==> config.mk <==
export PLATFORM = sky130hd
export DESIGN_NAME = load_store_unit
export DESIGN_NICKNAME = d
export VERILOG_FILES = /design/src/rtl/load_store_unit.sv
export SDC_FILE = /design/constraint.sdc
export NUM_CORES = 1
export LEC_CHECK = 0
export CAP_MARGIN = 0
export CORE_ASPECT_RATIO = 0.9
export CORE_MARGIN = 3
export CORE_UTILIZATION = 43
export DETAILED_ROUTE_END_ITERATION = 10
export PLACE_DENSITY = 0.87
export SETUP_SLACK_MARGIN = 0.1
export SYNTH_ARGS = -nofsm -noshare
export SYNTH_HDL_FRONTEND = slang
export SYNTH_SLANG_ARGS = --single-unit
==> constraint.sdc <==
create_clock -name clk -period 2.2 [get_ports clk]
set_input_delay 0.33 -clock clk [delete_from_list [all_inputs] [get_ports clk]]
set_output_delay 0.33 -clock clk [all_outputs]
set_load 0.005 [all_outputs]
==> src/rtl/load_store_unit.sv <==
// RV32I load/store unit: aligns, masks and extends CPU accesses onto a word-wide memory port.
// Latency: one IDLE cycle + ACCESS until mem_ready (bounded by TIMEOUT) + one RESP/ERR cycle; stall holds the CPU meanwhile.
module load_store_unit #(
  parameter int WIDTH   = 32,
  parameter int TIMEOUT = 15
) (
  input  logic             clk,
  input  logic             rst,
  input  logic             req_valid,
  input  logic             req_we,
  input  logic [2:0]       req_funct3,
  input  logic [WIDTH-1:0] req_addr,
  input  logic [WIDTH-1:0] req_wdata,
  output logic             stall,
  output logic [WIDTH-1:0] load_data,
  output logic             done,
  output logic             err,
  output logic             mem_en,
  output logic             mem_we,
  output logic [3:0]       mem_be,
  output logic [WIDTH-1:0] mem_addr,
  output logic [WIDTH-1:0] mem_wdata,
  input  logic [WIDTH-1:0] mem_rdata,
  input  logic             mem_ready
);

  localparam logic [1:0] S_IDLE   = 2'd0;
  localparam logic [1:0] S_ACCESS = 2'd1;
  localparam logic [1:0] S_RESP   = 2'd2;
  localparam logic [1:0] S_ERR    = 2'd3;
  localparam logic [7:0] TO_CNT   = 8'(TIMEOUT);

  logic [1:0]       state;
  logic [7:0]       cnt;
  logic             lat_we;
  logic [2:0]       lat_f3;
  logic [1:0]       lat_off;

  logic             legal;
  logic             misal;
  logic [3:0]       be_n;
  logic [WIDTH-1:0] wdata_n;
  logic [7:0]       rd_byte;
  logic [15:0]      rd_half;
  logic [WIDTH-1:0] ld_ext;

  // Request decode works straight off the CPU inputs so the memory port is ready on ACCESS entry.
  always_comb begin
    legal   = 1'b0;
    misal   = 1'b0;
    be_n    = 4'b1111;
    wdata_n = req_wdata;
    if (req_we) legal = (req_funct3 == 3'b000) || (req_funct3 == 3'b001) || (req_funct3 == 3'b010);
    else        legal = (req_funct3 != 3'b011) && (req_funct3 != 3'b110) && (req_funct3 != 3'b111);
    case (req_funct3[1:0])
      2'b00: begin
        be_n    = 4'b0001 << req_addr[1:0];
        wdata_n = {4{req_wdata[7:0]}};
      end
      2'b01: begin
        misal   = req_addr[0];
        be_n    = 4'b0011 << req_addr[1:0];
        wdata_n = {2{req_wdata[15:0]}};
      end
      default: misal = (req_addr[1:0] != 2'b00);
    endcase
  end

  always_comb begin
    rd_byte = mem_rdata[{lat_off, 3'b000} +: 8];
    rd_half = mem_rdata[{lat_off[1], 4'b0000} +: 16];
    case (lat_f3)
      3'b000:  ld_ext = {{24{rd_byte[7]}}, rd_byte};
      3'b001:  ld_ext = {{16{rd_half[15]}}, rd_half};
      3'b100:  ld_ext = {24'd0, rd_byte};
      3'b101:  ld_ext = {16'd0, rd_half};
      default: ld_ext = mem_rdata;
    endcase
  end

  assign stall = ((state == S_IDLE) && req_valid) || (state == S_ACCESS);
  assign done  = (state == S_RESP);
  assign err   = (state == S_ERR);

  always_ff @(posedge clk) begin
    if (rst) begin
      state     <= S_IDLE;
      cnt       <= 8'd0;
      lat_we    <= 1'b0;
      lat_f3    <= 3'b000;
      lat_off   <= 2'b00;
      load_data <= '0;
      mem_en    <= 1'b0;
      mem_we    <= 1'b0;
      mem_be    <= 4'b0000;
      mem_addr  <= '0;
      mem_wdata <= '0;
    end else begin
      case (state)
        S_IDLE: begin
          if (req_valid) begin
            lat_we  <= req_we;
            lat_f3  <= req_funct3;
            lat_off <= req_addr[1:0];
            if (legal && !misal) begin
              state     <= S_ACCESS;
              cnt       <= 8'd1;
              mem_en    <= 1'b1;
              mem_we    <= req_we;
              mem_be    <= be_n;
              mem_addr  <= {req_addr[WIDTH-1:2], 2'b00};
              mem_wdata <= wdata_n;
            end else begin
              state <= S_ERR;
            end
          end
        end
        S_ACCESS: begin
          // A ready on the final allowed cycle still completes the access.
          if (mem_ready) begin
            state  <= S_RESP;
            mem_en <= 1'b0;
            mem_we <= 1'b0;
            if (!lat_we) load_data <= ld_ext;
          end else if (cnt >= TO_CNT) begin
            state  <= S_ERR;
            mem_en <= 1'b0;
            mem_we <= 1'b0;
          end else begin
            cnt <= cnt + 8'd1;
          end
        end
        default: begin
          state <= S_IDLE;
          cnt   <= 8'd0;
        end
      endcase
    end
  end

endmodule

=== Word level (Yosys, flattened, before mapping) ===
Index checks and enable logic that the tools add are counted.

* Eq/ne operators: 17
* Shifts and indexed selects: 4
* Muxes and demuxes: 23
* $lt $le $gt $ge: 1
* Reductions and logical operators: 20
* Add/sub/neg operators: 1
* Bitwise logic cells: 1

{| class="wikitable"
|+ Operators by type and width
! kind !! count
|-
| case mux 32 bit (4 select lines) || 1
|-
| case mux 32 bit (2 select lines) || 1
|-
| 2-to-1 mux 8 bit || 4
|-
| variable part select 32 x 6 -> 16 bit || 1
|-
| variable part select 32 x 6 -> 8 bit || 1
|-
| case mux 8 bit (2 select lines) || 1
|-
| adder 8 x 1 -> 8 bit (second input constant) || 1
|-
| greater-or-equal comparator 8 x 4 -> 1 bit (second input constant) || 1
|-
| 2-to-1 mux 2 bit || 4
|-
| case mux 4 bit (2 select lines) || 1
|-
| AND reduction 4 bit || 2
|-
| 2-to-1 mux 1 bit || 7
|-
| == test 3 x 1 -> 1 bit (second input constant) || 2
|-
| == test 3 bit (second input constant) || 2
|-
| zero test 3 bit || 2
|-
| inequality test 2 bit (second input constant) || 3
|-
| inequality test 3 x 2 -> 1 bit (second input constant) || 2
|-
| inequality test 3 bit (second input constant) || 2
|-
| case mux 1 bit (2 select lines) || 3
|-
| AND reduction 3 bit || 2
|-
| == test 2 x 1 -> 1 bit (second input constant) || 2
|-
| == test 2 bit (second input constant) || 2
|-
| logical AND 1 bit || 4
|-
| zero test 2 bit || 2
|-
| other kinds (10) || 14
|}

* Word-level logic and storage cells: 78
* Register bits: 116

=== Depth between registers and ports, before layout ===
Gate-level depths: netlist (run 1).

* Word-level depth: 8
* Depth in mapped cells: 8
* Mapped depth without buffers: 5

=== Worst setup path before layout (run 1) ===
Ideal clock, no wire load.

* Path kind: register -> register
* Start: register cnt[0]
* End: register cnt[0]
* Path buffers: 0
* Period minus slack after synthesis: 1.579 ns
* Setup time: 0.103 ns
* Cell stages (with the launch flop): 6
* Arrival time: 1.476 ns
* Data required time: 2.097 ns
* Setup slack: 0.621 ns
* Cells stage by stage: dfxtp_1 > ha_1 > and3_2 > nor4_4 > nor3_1 > a2111oi_2

* Word-level cells in the longest chain between the ends: 4
* Elaborated cells between the ends (all ways): 7
* Classes of those cells: add/sub: 1; order compare: 1; eq/ne: 1; mux: 3; reduce/logical: 1

{| class="wikitable"
|+ RTL lines
! item !! line !! RTL
|-
| start: declaration || 34 || <nowiki>logic [7:0] cnt;</nowiki>
|-
| start signal: assignment || 130 || <nowiki>cnt <= cnt + 8'd1;</nowiki>
|-
| adder 8 x 1 -> 8 bit || 130 ||
|-
| 2-to-1 mux 8 bit || 125 || <nowiki>end else if (cnt >= TO_CNT) begin</nowiki>
|-
| 2-to-1 mux 8 bit || 120 || <nowiki>if (mem_ready) begin</nowiki>
|-
| case mux 8 bit (2 select lines) || 99 || <nowiki>case (state)</nowiki>
|}

Several ways; a longest one is shown, not always the timed one. The select of a mux whose other input is x is not followed.
A chain may end at the register's enable or synchronous reset.

=== Worst setup path in the final report (run 1) ===
* Start: register state[0]
* End: output err

* Word-level cells in the longest chain between the ends: 1

{| class="wikitable"
|+ RTL lines
! item !! line !! RTL
|-
| start: declaration || 33 || <nowiki>logic [1:0] state;</nowiki>
|-
| start signal: assignment || 87 || <nowiki>state <= S_IDLE;</nowiki>
|-
| start signal: assignment || 106 || <nowiki>state <= S_ACCESS;</nowiki>
|-
| start signal: assignment || 114 || <nowiki>state <= S_ERR;</nowiki>
|-
| == test 2 bit || 83 || <nowiki>assign err = (state == S_ERR);</nowiki>
|-
| end: declaration || 17 || <nowiki>output logic err,</nowiki>
|}

No other way between the ends.

==> results.py, run 1 <==
metrics = {
    "detailed_routing": {
        "dr_total_vias": 5360,
        "routedLengthMet1_mm": 6.66,
        "wl_per_cell_um": 16.9,
        "wl_met3_mm": 1.09,
        "wl_met2_mm": 8.42,
        "routed_via_density": 5.47,
        "drtAntennaViolNets": 0,
        "dr.pass1.iters": 5,
        "drt_iter0_markers": 365,
        "drc": 0,
        "dr.max_layer_used": "met4",
        "wl_mm": 16.5,
    },
    "final_layout": {
        "postLayoutCoreUtil_pct": 68.7,
        "drive_gt1_share_pct": 9.72,
        "num-fill-cells": 934,
        "stdcell_count": 979,
        "synthToLayoutAreaGrowth_pct": 54.5,
        "nNetsFinal": 915,
        "diodes": 0,
    },
    "floorplan": {
        "core-area_mm2": 0.0116,
        "die_w_um": 121,
        "io_pins": 209,
        "die_area_mm2": 0.0133,
        "rows": 37,
        "initial_core_util_pct": 44.5,
        "die_height_um": 110,
    },
    "flow_run": {
        "maxCapViolCount": 0,
    },
    "clocking": {
        "cts_buffer_depth": 2,
        "cts_buffers": 17,
        "cts_root_buf": "clkbuf_16",
        "cts_tree": "yes",
        "h-tree-depth": 4,
        "insertion_delay_ns": 0.40,
        "cts_hold_buf": 0,
        "path_clk_slew_ns": 0.06,
        "clock_sinks": 116,
    },
    "power_and_ir_drop": {
        "power.total_mw": 5.97,
        "ir_drop_v": 0.000643,
        "power.density_mw_per_mm2": 750,
        "p_leak_nw": 2.83,
    },
    "hold_path": {
        "min_from": "rst",
        "worstHoldPathType": "primary input to register",
        "holdPathStages": 2,
        "hold_end": "lat_off[1]",
    },
    "logic_synthesis": {
        "yosys.cell_count.top_type": "nand2_1",
        "async_flop_share_pct": 0,
        "netlist_instances": 612,
        "synth_common_cells": "nand2_1, dfxtp_1, nor2_1",
        "synth_edf_count": 0,
        "synthDistinctLibCells": 54,
        "synth_top_area_cell": "dfxtp_1",
        "yosysSeqAreaShare_pct": 45.1,
        "synth_top_area_share_pct": 45.1,
        "synthTopCellsByArea": "dfxtp_1, nand2_1, mux2i_1, a21oi_1, nor2_1",
        "syn_area_mm2": 0.00515,
        "synth_seq_cells": 116,
        "avgSynthCellArea_um2": 8.41,
        "ys.flop_type": "dfxtp_1",
        "yosysWarnings": 0,
    },
    "placed_design": {
        "io_buffers": 206,
        "place_congestion": 0.886,
        "place_inst": 947,
        "hpwl_mm": 12.0,
    },
    "critical_path": {
        "required_ns": 1.87,
        "critPathBufInv": 2,
        "arrival_ns": 1.64,
        "critPathLaunchType": "register",
        "endpoint_kind": "output pin",
        "cpMaxStageDelayCell": "clkdlybuf4s50_1",
        "crit_family": "buffers and inverters",
        "rr_endpoint": "load_data[1]",
        "critPathKind": "register to output pin",
        "rr_startpoint": "lat_off[0]",
        "r2r_cells": 4,
        "path_cells": "inv_1 -> nor2_1 -> clkdlybuf4s50_1",
        "cp_max_fo": 10,
        "startpoint": "state[0]",
        "cpPeakStageDelay_ns": 0.51,
        "r2r_slack_ns": 0.24,
    },
    "timing": {
        "slew-limit-headroom_pct": 34.8,
        "grt_setup_unrepaired": "false",
        "worst_hold_slack_ns": 0.407,
        "min_period_over_period_pct": 89.4,
        "period_needed_ns": 1.97,
        "final.setup.tns_ns": 0,
        "fmax_mhz": 508,
        "slew_violations": 0,
        "worstMarginPinSlew_ns": 0.976,
        "final_hold_viol_count": 0,
        "finClkSkew_ns": 0.00921,
        "setup_violations": 0,
    },
    "global_routing": {
        "grt_pass1_vias": 5255,
        "grt_pass1_wl_mm": 25.9,
        "grt.total_usage_pct": 24.2,
        "antenna_found_initial": 0,
        "globalRouteOverflowTotal": 0,
        "grt_max_degree": 61,
    },
    "outcome": {
        "run_status": "finished, final reports clean",
    },
}
-- metal layers --
layer	vias up	global-route usage (%)
met5	-	0
met4	0	9.04
met3	30	5.66
met2	219	42.4
met1	2550	28.9
li1	2561	-
-- what timing repair did --
action,4_1_cts,5_1_grt
gates resized for setup,1,0
setup buffers,0,0
endpoints found under the setup margin,1,0
-- state kept, by name (all words and copies together), names as in the netlist --
name       count
cnt            8
lat_f3         3
lat_off        2
lat_we         1
load_data     32
mem_addr      30
mem_be         4
mem_en         1
mem_wdata     32
mem_we         1
state          2
-- final cells by class --
cell class,count,area (µm²),area share (%)
Clock inverter,15,158,1.98
Inverter,4,15.0,0.189
Tap cell,156,195,2.45
Multi-Input combinational cell,440,2550,32.1
Clock buffer,17,425,5.35
Sequential cell,116,2320,29.2
Timing Repair Buffer,231,2280,28.7
-- worst reg2reg max path, delay by kind of cell (launching register included) --
| kind | cells | cell delay (ns) |
|---|---|---|
| and+or+nand+nor | 2 | 0.97 |
| AOI/OAI and AO/OA | 2 | 0.47 |
| DFF | 1 | 0.43 |
-- cell usage in the layout (no fill, tap or decap), types with 3 or more instances in the layout --
cell	instances
nand2_1	137
nand3_1	4
o31ai_1	8
a211oi_1	25
buf_4	23
o21ai_0	15
o211ai_1	8
clkinv_4	3
mux2_2	6
nand2b_1	4
a311oi_1	17
inv_6	3
o21a_1	5
clkdlybuf4s50_1	205
nor3b_1	5
buf_12	3
nor3_1	8
clkbuf_16	17
clkinv_2	3
nor2_1	65
nand3b_1	9
mux2i_1	28
dfxtp_1	115
clkinvlp_4	4
a221oi_1	8
a21oi_1	54
-- metrics by stage --
step,worst slack (ns),cell area [µm²]
final,0.233,7950
after floorplan,0.621,5150
after global routing,0.143,7950
after CTS,0.204,7950
after detailed placement,-0.0746,7370
after global placement,0.0506,7370
-- power breakdown --
group          leakage, nW  total, mW  internal [mW]  switching, mW
Combinational         1.61      0.996          0.547          0.448
Clock                0.276       2.67           1.67          0.996
Sequential           0.944       2.30           2.22         0.0812
-- worst max path at each step --
stage	endpoint	slack (ns)	cells past startpoint
after global routing	err	0.14	3
after detailed placement	mem_wdata[12]	-0.07	6
final	err	0.23	3
after global placement	cnt[0]	0.05	6
after floorplan	cnt[0]	0.62	5
after CTS	err	0.20	3
-- cells by family (layout without fill, tap and decap cells) --
group / count (synthesis) / count (layout) / share of synthesized area (%)
adders and majority gates: 1 / 1 / 0.243
DFF: 116 / 116 / 45.1
AOI/OAI and AO/OA: 155 / 155 / 20.9
muxes: 34 / 34 / 6.76
other: 1 / 2 / 0.0728
and+or+nand+nor: 248 / 248 / 21.3
buffers and inverters: 57 / 267 / 5.71
(Power assumes the default switching activity.)
==> run 2, diff against run 1 <==
==> constraint.sdc (replaced) <==
create_clock -name clk -period 2.07 [get_ports clk]
set_input_delay 0.3105 -clock clk [delete_from_list [all_inputs] [get_ports clk]]
set_output_delay 0.3105 -clock clk [all_outputs]
set_load 0.005 [all_outputs]
==> results.py, run 2 (same netlist as run 1, synthesis figures left out) <==
metrics = {
    "outcome": {
        "run_status": "finished, final reports clean",
    },
    "critical_path": {
        "critPathBufInv": 2,
        "endpoint_kind": "output pin",
        "rr_endpoint": "cnt[0]",
        "cpMaxStageDelayCell": "clkdlybuf4s50_1",
        "cpPeakStageDelay_ns": 0.52,
        "critPathKind": "register to output pin",
        "arrival_ns": 1.58,
        "cp_max_fo": 13,
        "required_ns": 1.76,
        "critPathLaunchType": "register",
        "r2r_slack_ns": 0.34,
        "crit_family": "buffers and inverters",
        "path_cells": "inv_1 -> nor2_1 -> clkdlybuf4s50_1",
        "r2r_cells": 5,
        "rr_startpoint": "cnt[0]",
    },
    "clocking": {
        "cts_hold_buf": 0,
        "cts_buffer_depth": 2,
        "h-tree-depth": 4,
        "cts_buffers": 17,
        "insertion_delay_ns": 0.40,
        "clock_sinks": 116,
        "path_clk_slew_ns": 0.06,
        "cts_root_buf": "clkbuf_16",
        "cts_tree": "yes",
    },
    "global_routing": {
        "grt.total_usage_pct": 24.8,
        "grtUsageMet2_pct": 42.5,
        "grt_most_used_layer": "met2",
        "grt_pass1_vias": 5325,
        "met3_usage_pct": 6.12,
        "grtUsageMet1_pct": 30.0,
        "globalRouteOverflowTotal": 0,
        "grt_pass1_wl_mm": 26.5,
        "antenna_found_initial": 0,
        "grt_max_degree": 61,
    },
    "final_layout": {
        "num-fill-cells": 898,
        "final_cell_mix": "clkdlybuf4s50_1, nand2_1, dfxtp_1",
        "synthToLayoutAreaGrowth_pct": 56.9,
        "drive_gt1_share_pct": 11.0,
        "diodes": 0,
        "layout_commonest_cell": "clkdlybuf4s50_1",
        "top_regs": "load_data: 32 flops, mem_wdata: 32 flops, mem_addr: 30 flops",
        "nNetsFinal": 923,
        "postLayoutCoreUtil_pct": 69.8,
        "final_area_mm2": 0.00808,
    },
    "timing": {
        "final_hold_viol_count": 0,
        "worstMarginPinSlew_ns": 0.635,
        "min_period_over_period_pct": 91.5,
        "finClkSkew_ns": 0.00817,
        "setup_violations": 0,
        "slew_violations": 0,
        "grt_setup_unrepaired": "false",
        "fmax_mhz": 528,
        "period_needed_ns": 1.89,
        "slew-limit-headroom_pct": 57.5,
    },
    "detailed_routing": {
        "wl_mm": 16.8,
        "dr.pass1.iters": 5,
        "drt_iter0_markers": 365,
        "wl_per_cell_um": 17.1,
        "drc": 0,
        "dr_total_vias": 5382,
        "drtAntennaViolNets": 0,
        "routed_via_density": 5.45,
    },
    "hold_path": {
        "holdPathStages": 2,
        "min_from": "rst",
        "hold_end": "lat_off[0]",
        "worstHoldPathType": "primary input to register",
    },
    "placed_design": {
        "place_area_mm2": 0.00746,
        "io_buffers": 206,
        "place_congestion": 0.891,
        "hpwl_mm": 12.2,
    },
    "floorplan": {
        "io_pins": 209,
        "rows": 37,
        "die_area_mm2": 0.0133,
        "die_height_um": 110,
        "die_w_um": 121,
        "initial_core_util_pct": 44.5,
        "core-area_mm2": 0.0116,
    },
    "power_and_ir_drop": {
        "power.total_mw": 6.42,
        "p_leak_nw": 2.90,
        "power.density_mw_per_mm2": 795,
        "p_sw_mw": 1.64,
        "switching_share_pct": 25.5,
        "power.internal_mw": 4.78,
        "p_comb_share_pct": 17.0,
        "seq_power_share_pct": 38.2,
        "ir_drop_v": 0.000796,
        "p_clk_share_pct": 44.8,
    },
    "flow_run": {
        "maxCapViolCount": 0,
    },
}
## run 2: cell types whose count changed in the layout (fill, tap and decap cells not counted), moves of 2 or more
cell,before,now
clkinv_4,3,8
inv_6,3,1
dfxtp_4,0,2
buf_12,3,6
buf_4,23,28
clkinvlp_4,4,2
## run 2: stage by stage
step | hold slack, ns | cells | setup slack, ns | TNS, ns
after floorplan | 0.410 | 613 | 0.491 | 0
after global placement | 0.442 | 954 | 0.112 | 0
after detailed placement | 0.447 | 954 | -0.0358 | -0.0723
after CTS | 0.389 | 986 | 0.144 | 0
after global routing | 0.412 | 987 | 0.110 | 0
final | 0.407 | 987 | 0.176 | 0
## run 2: routing by layer
metal,share of wire (%),vias up
li1,-,2568
met1,41,2556
met2,50,221
met3,6.6,37
met4,2.3,0
met5,0,-
## run 2: layout make-up
type                            count  area (µm²)  area share [%]
Tap cell                          156         195            2.42
Multi-Input combinational cell    440        2550            31.6
Timing Repair Buffer              239        2380            29.5
Sequential cell                   116        2330            28.8
Clock buffer                       18         439            5.44
Inverter                            4        18.8           0.232
Clock inverter                     14         156            1.94
## run 2: what timing repair did
item,in CTS,in global routing
setup buffers,0,1
resized for setup,4,2
pin swaps,0,0
endpoints found under the setup margin,3,6
## run 2: worst max-delay path by stage
stage                             start           end  cells past startpoint
after floorplan                  cnt[0]        cnt[0]                      5
after global placement        mem_ready        mem_we                      5
after detailed placement  req_funct3[0]  mem_wdata[8]                      6
after CTS                      state[0]           err                      3
after global routing           state[1]           err                      3
final                          state[1]           err                      3
## run 2: power by group through the flow
stage / Clock (mW) / Combinational [mW] / Sequential [mW]
3_3_place_gp: 0 / 1.04 / 2.49
5_1_grt: 3.03 / 1.18 / 2.46
6_report: 2.88 / 1.09 / 2.45
3_5_place_dp: 0 / 1.07 / 2.49
4_1_cts: 2.93 / 1.08 / 2.45
2_1_floorplan: 0 / 0.474 / 2.48
